### config.mk
export PLATFORM = sky130hd
export DESIGN_NAME = zbritesi_serial
export DESIGN_NICKNAME = d
export VERILOG_FILES = /design/src/rtl/zbritesi_serial_pkg.sv /design/src/rtl/zbritesi1b.sv /design/src/rtl/zbritesi_serial.sv
export SDC_FILE = /design/constraint.sdc
export NUM_CORES = 1
export LEC_CHECK = 0
export ABC_AREA = 1
export CORE_UTILIZATION = 38
export DETAILED_ROUTE_END_ITERATION = 7
export PLACE_DENSITY_LB_ADDON = 0.08
export SYNTH_ARGS = -nofsm -noshare
export SYNTH_HDL_FRONTEND = slang
export SYNTH_SLANG_ARGS = --single-unit
### constraint.sdc
create_clock -name clk -period 1.85 [get_ports clk]
set_input_delay 0.37 -clock clk [delete_from_list [all_inputs] [get_ports clk]]
set_output_delay 0.37 -clock clk [all_outputs]
set_load 0.02 [all_outputs]
### src/rtl/zbritesi_serial_pkg.sv
// Shared definitions for the bit-serial subtractor: FSM state encoding and
// the width of the bit counter.
package zbritesi_serial_pkg;

  localparam logic [1:0] ST_IDLE_ENC  = 2'd0;
  localparam logic [1:0] ST_SHIFT_ENC = 2'd1;
  localparam logic [1:0] ST_FIN_ENC   = 2'd2;

  typedef enum logic [1:0] {
    ST_IDLE  = ST_IDLE_ENC,
    ST_SHIFT = ST_SHIFT_ENC,
    ST_FIN   = ST_FIN_ENC
  } state_t;

  // Counter must hold 0..width so a degenerate width still yields one bit.
  function automatic int cnt_width(input int width);
    return (width < 1) ? 1 : $clog2(width + 1);
  endfunction

endpackage

### src/rtl/zbritesi1b.sv
// Combinational 1-bit full subtractor: d = a - b - bin, with borrow-out.
module zbritesi1b (
  input  logic a,
  input  logic b,
  input  logic bin,
  output logic d,
  output logic bout
);

  assign d    = a ^ b ^ bin;
  assign bout = (~a & b) | (~a & bin) | (b & bin);

endmodule

### src/rtl/zbritesi_serial.sv
// Bit-serial WIDTH-bit subtractor (diff = a - b - bin), LSB first, one bit per
// clock, with a start/ready/busy/done handshake toward the controlling FSM.
module zbritesi_serial
  import zbritesi_serial_pkg::*;
#(
  parameter int WIDTH = 8
) (
  input  logic             clk,
  input  logic             rst_n,
  input  logic             start,
  input  logic [WIDTH-1:0] a,
  input  logic [WIDTH-1:0] b,
  input  logic             bin,
  output logic             ready,
  output logic             busy,
  output logic             done,
  output logic [WIDTH-1:0] diff,
  output logic             bout,
  output logic             ovf
);

  localparam int              CNT_W = cnt_width(WIDTH);
  localparam logic [CNT_W-1:0] LAST = CNT_W'(WIDTH - 1);

  state_t             state;
  logic [CNT_W-1:0]   cnt;
  logic [WIDTH-1:0]   a_sr;
  logic [WIDTH-1:0]   b_sr;
  logic [WIDTH-1:0]   diff_next;
  logic               br;
  logic               a_msb;
  logic               b_msb;
  logic               d_bit;
  logic               br_next;

  zbritesi1b u_cell (
    .a    (a_sr[0]),
    .b    (b_sr[0]),
    .bin  (br),
    .d    (d_bit),
    .bout (br_next)
  );

  // Result bits enter from the MSB side so the LSB lands at bit 0 after WIDTH shifts.
  generate
    if (WIDTH == 1) begin : g_diff_w1
      assign diff_next = d_bit;
    end else begin : g_diff_wn
      assign diff_next = {d_bit, diff[WIDTH-1:1]};
    end
  endgenerate

  always_ff @(posedge clk or negedge rst_n) begin
    if (!rst_n) begin
      state <= ST_IDLE;
      cnt   <= '0;
      br    <= 1'b0;
      a_sr  <= '0;
      b_sr  <= '0;
      a_msb <= 1'b0;
      b_msb <= 1'b0;
      diff  <= '0;
      bout  <= 1'b0;
      ovf   <= 1'b0;
      ready <= 1'b1;
      busy  <= 1'b0;
      done  <= 1'b0;
    end else begin
      case (state)
        ST_IDLE: begin
          if (start) begin
            a_sr  <= a;
            b_sr  <= b;
            br    <= bin;
            cnt   <= '0;
            a_msb <= a[WIDTH-1];
            b_msb <= b[WIDTH-1];
            state <= ST_SHIFT;
            ready <= 1'b0;
            busy  <= 1'b1;
          end
        end
        ST_SHIFT: begin
          a_sr <= a_sr >> 1;
          b_sr <= b_sr >> 1;
          br   <= br_next;
          diff <= diff_next;
          cnt  <= cnt + CNT_W'(1);
          if (cnt == LAST) begin
            // d_bit is the result MSB on this last edge; overflow uses loaded sign bits.
            state <= ST_FIN;
            busy  <= 1'b0;
            done  <= 1'b1;
            bout  <= br_next;
            ovf   <= (a_msb != b_msb) && (d_bit != a_msb);
          end
        end
        ST_FIN: begin
          state <= ST_IDLE;
          done  <= 1'b0;
          ready <= 1'b1;
        end
        default: begin
          state <= ST_IDLE;
          ready <= 1'b1;
          busy  <= 1'b0;
          done  <= 1'b0;
        end
      endcase
    end
  end

endmodule

==> results by group, run 1 <==
Run status
  • Status: complete, but fails checks
  • Failing checks: design-rule violations

Detailed routing
  • Drt first pass iters: 6
  • DRT iter0 DRCs: 47
  • Final ANT Viol Nets: 0
  • # DRC: 3
  • Via/cell ratio: 4.71
  • Final WL: 3.53 mm
  • Routed len/inst: 12.3 um
  • Vias: 1351

Critical path
  • Buf/Inv on CP: 1
  • Critical path's top delay family: buffers and inverters
  • CP max-delay cell: clkdlybuf4s50_1
  • Worst Setup Start Kind: register
  • Critical Path Fanout Max: 2
  • CP Data Required Time: 1.48 ns
  • CP max stage delay: 0.59 ns
  • WP data arrival: 1.40 ns
  • Crit Path Class: register to output port
  • Crit end category: output port
  • Crit path cell chain: clkdlybuf4s50_1

Clock tree
  • Clock latency at the later pin of the worst-skew pair: 0.29 ns
  • # H-tree levels: 2
  • CTS tree: yes
  • CTS Buf Count: 5
  • Cts repair resizes: 0
  • Clock tree buffer depth: 2
  • Clock sinks: 38
  • Worst-path clk slew: 0.07 ns
  • Post-CTS setup buffers: 0
  • Clock Tree Root: clkbuf_8
  • Hold-fix buffers, CTS: 0

Synth
  • Sequential-to-total area share from yosys stat: 0.532
  • Leading area contributor after synthesis: dfrtp_1
  • Synth Flop Type: dfrtp_1
  • EDFF count, synth: 0
  • Flops & latches, synth: 38
  • Synth area leaders: dfrtp_1 52%, nand2_1 12%, nor2_1 5.5%
  • Mapped Cells: 200
  • Ys async rst share: 1.00
  • Top-area cell type share of the netlist area: 0.517
  • Synth top cells by count: 59 x nand2_1, 37 x dfrtp_1, 26 x nor2_1
  • Synth warn: 0
  • Mapped cell area: 1790 um^2
  • Synthesized area per cell: 8.95 um^2
  • Syn_nets: 222
  • Netlist cell types: 22
  • Most common cell in the netlist: nand2_1

Finish
  • Fillers: 469
  • Antenna cell count: 0
  • Share of cells above drive strength 1: 0.140
  • Final Core Density: 0.495
  • Layout Nets: 257
  • Area delta synth->final: 23.1%

STA
  • Final Hold Vio Count: 0
  • Min Hold Slack: 0.0284 ns
  • Worst slew margin: 0.688
  • Slew Viols, Final: 0
  • Final min period: 1.77 ns
  • Final period util: 0.958
  • Clock skew: 0.00692 ns
  • Setup TNS: 0 ns
  • Highest clock rate: 0.564 GHz
  • Final setup viols: 0
  • RSZ-0062 raised after global routing: no
  • Worst Tran Pin Value: 0.467 ns

Die
  • Io pins: 33
  • Vert. Die Dim: 70.6 um
  • Die area: 4990 um^2
  • Row count: 24
  • Core ar.: 4440 um^2
  • Starting density of the core: 0.403
  • Die Width: 70.6 um

Pwr
  • Static Leak: 1.08 nW
  • Tot Pwr: 0.00372 W
  • Pwr per Cell Area: 1690 nW/um^2
  • Peak supply drop: 0.577 mV

GRT
  • Initial antenna violation count: 0
  • Largest net degree at the start of global routing: 23
  • Vias in the first global route: 1293
  • First-pass GRT wire length: 5.98 mm
  • All-Layer GR Usage: 0.158
  • Global route total overflow: 0

Placed design
  • Routability cong.: 0.749
  • Post-DP HPWL: 2.53 mm
  • PortBufs: 32

Min path
  • Hold Path Class: input port to async pin

Flow run
  • Max_cap viols: 0
-- flip-flops by register name, summed over array words and instances (netlist names), 2 cells and up --
name / count
cnt: 4
a_sr: 8
state: 2
diff: 8
b_sr: 8
-- path summary, 6_finish.rpt --
kind	startpoint	end	slack, ns	cells past startpoint
worst max register to register	br	ovf	0.48	6
min in group clk	busy	busy	0.48	2
worst min-delay path	rst_n	br	0.03	1
max in group asynchronous	rst_n	a_sr[3]	1.36	2
worst min register to register	busy	busy	0.48	2
worst max-delay path	ready	ready	0.08	1
-- power by group --
part | total (W) | switching (W) | internal, W
sequential | 0.00147 | 0.000249 | 0.00122
clock | 0.000536 | 0.000277 | 0.000260
combinational | 0.00171 | 0.00102 | 0.000696
-- kinds of logic after synthesis --
group / Yosys count / share of synthesized area
buf+inv: 29 / 0.0881
fa+ha+maj: 2 / 0.0182
simple gates: 104 / 0.261
compound gates: 27 / 0.101
flops: 38 / 0.532
-- cells in the final DEF, fill, tap and decap left out --
cell type / n
a21oi_2: 1
buf_12: 1
buf_2: 1
buf_4: 1
clkbuf_1: 2
clkbuf_8: 5
clkdlybuf4s50_1: 31
dfrtp_1: 37
dfstp_2: 1
fa_1: 1
ha_1: 1
inv_1: 21
inv_2: 2
nand2_1: 59
nand2_2: 2
nand2_4: 2
nand2_8: 1
nand3_1: 9
nand3_4: 1
nor2_1: 26
nor2_2: 3
nor2_4: 1
o21ai_0: 12
o21ai_1: 3
o21ai_2: 11
-- stage by stage --
| step | area (um^2) | std cells | setup WS, ns |
|---|---|---|---|
| floorplan | 1790 | 200 | 0.575 |
| global placement | 2130 | 280 | 0.234 |
| detailed placement | 2130 | 280 | 0.183 |
| CTS | 2200 | 287 | 0.0596 |
| global route | 2200 | 287 | 0.0297 |
| finish | 2200 | 287 | 0.0770 |
-- layout make-up --
class	count	area, um^2	area share
clock buffers	7	76.3	0.0347
inverters	23	86.3	0.0392
well taps	52	65.1	0.0295
flip-flops and latches	38	952	0.432
repair buffers	34	343	0.156
multi-input cells	133	679	0.309
-- per-layer routing --
layer / global-route usage / up-vias / share of wire
met5: 0 / - / 0
met4: 0.0844 / 0 / 0.016
met3: 0.0370 / 6 / 0.039
met2: 0.247 / 22 / 0.48
met1: 0.205 / 646 / 0.47
li1: - / 677 / -
Note: power is estimated with default switching activity, not from simulation.
==> run 2, diff against run 1 <==
- ABC_AREA: 1 -> default
- PLACE_DENSITY: default -> 0.72
- PLACE_DENSITY_LB_ADDON: 0.08 -> default
- clock period: 1.85 -> 1.5 ns (I/O delays scaled with it)
==> results by group, run 2 <==
Placed design
  • Post-DP HPWL: 2.71 mm (was 2.53 mm)
  • Area post-placement: 2230 um^2 (was 2130 um^2)
  • Routability cong.: 0.845 (was 0.749)
  • PortBufs: 32 (unchanged)

Synth
  • Synthesized area per cell: 10.2 um^2 (was 8.95 um^2)
  • Top-area cell type share of the netlist area: 0.524 (was 0.517)
  • Mapped Cells: 174 (was 200)
  • Leading area contributor after synthesis: dfrtp_1 (unchanged)
  • Syn_nets: 196 (was 222)
  • Synth area leaders: dfrtp_1 52%, a22oi_1 6.4%, nand2_1 5.7% (was dfrtp_1 52%, nand2_1 12%, nor2_1 5.5%)
  • Synth warn: 0 (unchanged)
  • Sequential-to-total area share from yosys stat: 0.539 (was 0.532)
  • Mux contribution to synthesized area: 0.0290 (was 0)
  • Netlist cell types: 33 (was 22)
  • Most common cell in the netlist: dfrtp_1 (was nand2_1)
  • XOR/XNOR share of the synthesized area: 0 (unchanged)
  • EDFF count, synth: 0 (unchanged)
  • Post-synthesis simple-gate area fraction: 0.164 (was 0.261)
  • Synthesized-area fraction occupied by adder cells: 0.0184 (was 0.0182)
  • Largest family of logic cells by synthesized area: compound AO/OA/AOI/OAI gates (was simple AND/OR/NAND/NOR gates)
  • Post-synthesis compound-gate area fraction: 0.205 (was 0.101)
  • Flops & latches, synth: 38 (unchanged)
  • Ys async rst share: 1.00 (unchanged)
  • Synth Flop Type: dfrtp_1 (unchanged)
  • Mapped cell area: 1770 um^2 (was 1790 um^2)
  • Synth top cells by count: 37 x dfrtp_1, 27 x nand2_1, 17 x a21oi_1 (was 59 x nand2_1, 37 x dfrtp_1, 26 x nor2_1)

Die
  • Io pins: 33 (unchanged)
  • Vert. Die Dim: 70.2 um (was 70.6 um)
  • Starting density of the core: 0.400 (was 0.403)
  • Core ar.: 4410 um^2 (was 4440 um^2)
  • Die area: 4930 um^2 (was 4990 um^2)
  • Row count: 24 (unchanged)
  • Die Width: 70.2 um (was 70.6 um)

Clock tree
  • Worst-path clk slew: 0.08 ns (was 0.07 ns)
  • CTS tree: yes (unchanged)
  • Clock latency at the later pin of the worst-skew pair: 0.29 ns (about the same)
  • Clock sinks: 38 (unchanged)
  • Clock tree buffer depth: 2 (unchanged)
  • Clock Tree Root: clkbuf_8 (unchanged)
  • # H-tree levels: 2 (unchanged)
  • CTS Buf Count: 5 (unchanged)

Finish
  • Commonest non-fill, non-tap cells in the layout: 37 x dfrtp_1, 27 x nand2_1, 18 x clkdlybuf4s50_1 (was 59 x nand2_1, 37 x dfrtp_1, 31 x clkdlybuf4s50_1)
  • Fillers: 413 (was 469)
  • Share of cells above drive strength 1: 0.153 (was 0.140)
  • FF/Latch Area: 952 um^2 (unchanged)
  • Most common cell after layout, fill and taps aside: dfrtp_1 (was nand2_1)
  • Antenna cell count: 0 (unchanged)
  • Footprint of the multi-input gates: 739 um^2 (was 679 um^2)
  • Final instance area: 2370 um^2 (was 2200 um^2)
  • Top Registers: a_sr (8), b_sr (8), diff (8) (unchanged)
  • Area delta synth->final: 34.2% (was 23.1%)
  • Layout Nets: 243 (was 257)

STA
  • Highest clock rate: 0.664 GHz
  • Setup TNS: -0.00539 ns (was 0 ns)
  • Slew Viols, Final: 0 (unchanged)
  • Min Hold Slack: 0.472 ns (was 0.0284 ns)
  • Final setup margin: -0.00539 ns (was 0.0770 ns)
  • Worst Tran Pin Value: 0.412 ns (was 0.467 ns)
  • Final period util: 1.00
  • Final setup viols: 1 (was 0)
  • Worst slew margin: 0.725 (was 0.688)
  • RSZ-0062 raised after global routing: yes (was no)
  • Final Hold Vio Count: 0 (unchanged)
  • Final min period: 1.51 ns
  • Clock skew: 0.00681 ns (was 0.00692 ns)

Run status
  • Failing checks: negative setup slack (was design-rule violations)
  • Status: complete, but fails checks (unchanged)

Critical path
  • Crit Path Class: register to register (was register to output port)
  • Worst Setup Start Kind: register (unchanged)
  • Crit end category: register (was output port)
  • Critical Path Fanout Max: 2 (unchanged)
  • CP Data Required Time: 1.71 ns (was 1.48 ns)
  • WP data arrival: 1.71 ns (was 1.40 ns)

Detailed routing
  • Via/cell ratio: 5.16 (was 4.71)
  • # DRC: 0 (was 3)
  • DRT iter0 DRCs: 94 (was 47)
  • Routed len/inst: 13.8 um (was 12.3 um)
  • Vias: 1415 (was 1351)
  • Drt first pass iters: 4 (was 6)
  • Final WL: 3.78 mm (was 3.53 mm)
  • Final ANT Viol Nets: 0 (unchanged)

Pwr
  • Pwr per Cell Area: 2120 nW/um^2 (was 1690 nW/um^2)
  • Tot Pwr: 0.00502 W (was 0.00372 W)
  • Peak supply drop: 0.635 mV (was 0.577 mV)
  • Static Leak: 1.10 nW (was 1.08 nW)

GRT
  • Vias in the first global route: 1432 (was 1293)
  • First-pass GRT wire length: 6.52 mm (was 5.98 mm)
  • All-Layer GR Usage: 0.170 (was 0.158)
  • Global route total overflow: 0 (unchanged)
  • Initial antenna violation count: 0 (unchanged)
  • Largest net degree at the start of global routing: 39 (was 23)

Min path
  • Hold Path Class: register to register (was input port to async pin)

Flow run
  • Max_cap viols: 0 (unchanged)
[run 2: cell count changes after synthesis, moves of 5 or more]
cell,before,now
o21ai_2,11,0
a22oi_1,0,15
nor2_1,26,1
o21ai_1,3,10
a21oi_1,0,17
inv_1,21,4
nand3_1,9,2
nand2_1,59,27
buf_2,0,5
nor2b_1,0,13
and2b_1,0,5
[run 2: repair_timing]
| action | CTS | global route |
|---|---|---|
| endpoints found under the setup margin | 14 | 1 |
| pin swaps | 1 | 0 |
| resized for setup | 13 | 0 |
| endpoints found under the hold margin | 37 | 0 |
| hold buffers | 1 | 0 |
| setup buffers | 1 | 0 |
[run 2: layer usage]
| layer | vias up | GRT usage | wire length (um) |
|---|---|---|---|
| met2 | 27 | 0.287 | 1860 |
| met1 | 679 | 0.205 | 1720 |
| met5 | - | 0 | 0 |
| li1 | 702 | - | - |
| met4 | 0 | 0.0600 | 63 |
| met3 | 7 | 0.0519 | 135 |
[run 2: worst max-delay path, stage by stage, from the launching register on]
cell and delay, ns:
dfrtp_1 0.39, inv_2 0.08, fa_1 0.43, or3b_4 0.40, a31oi_1 0.13
[run 2: power breakdown]
part | switching, W | total (W) | internal (W)
Clock | 0.000362 | 0.00107 | 0.000710
Combinational | 0.00109 | 0.00212 | 0.00102
Sequential | 0.000339 | 0.00183 | 0.00149
[run 2: final timing paths]
kind	from	endpoint	slack (ns)	cells after the start
hold / removal	diff[0]	diff[0]	0.47	2
setup reg to reg	a_sr[0]	ovf	-0.005	4
setup / recovery	a_sr[0]	ovf	-0.005	4
min in group asynchronous	rst_n	diff[1]	0.50	3
hold reg to reg	diff[0]	diff[0]	0.47	2
max in group asynchronous	rst_n	ready	0.75	3
[run 2: layout make-up]
| cell class | instances | share of cell area |
|---|---|---|
| Sequential cell | 38 | 0.402 |
| Timing Repair Buffer | 51 | 0.193 |
| Tap cell | 52 | 0.0274 |
| Multi-Input combinational cell | 121 | 0.312 |
| Clock buffer | 6 | 0.0348 |
| Clock inverter | 2 | 0.0253 |
| Inverter | 4 | 0.00633 |
[run 2: cell families after synthesis]
group,count (synthesis)
buffers and inverters,15
muxes,4
DFF,38
adders and majority gates,2
AOI/OAI and AO/OA,60
and+or+nand+nor,55
[run 2: through the flow]
stage                util  std cells  setup WS (ns)
finish              0.537        274       -0.00539
global route        0.537        274        -0.0457
CTS                 0.537        274       -0.00832
detailed placement  0.505        264        -0.0883
global placement    0.505        264        -0.0273
floorplan               -        174         0.0406
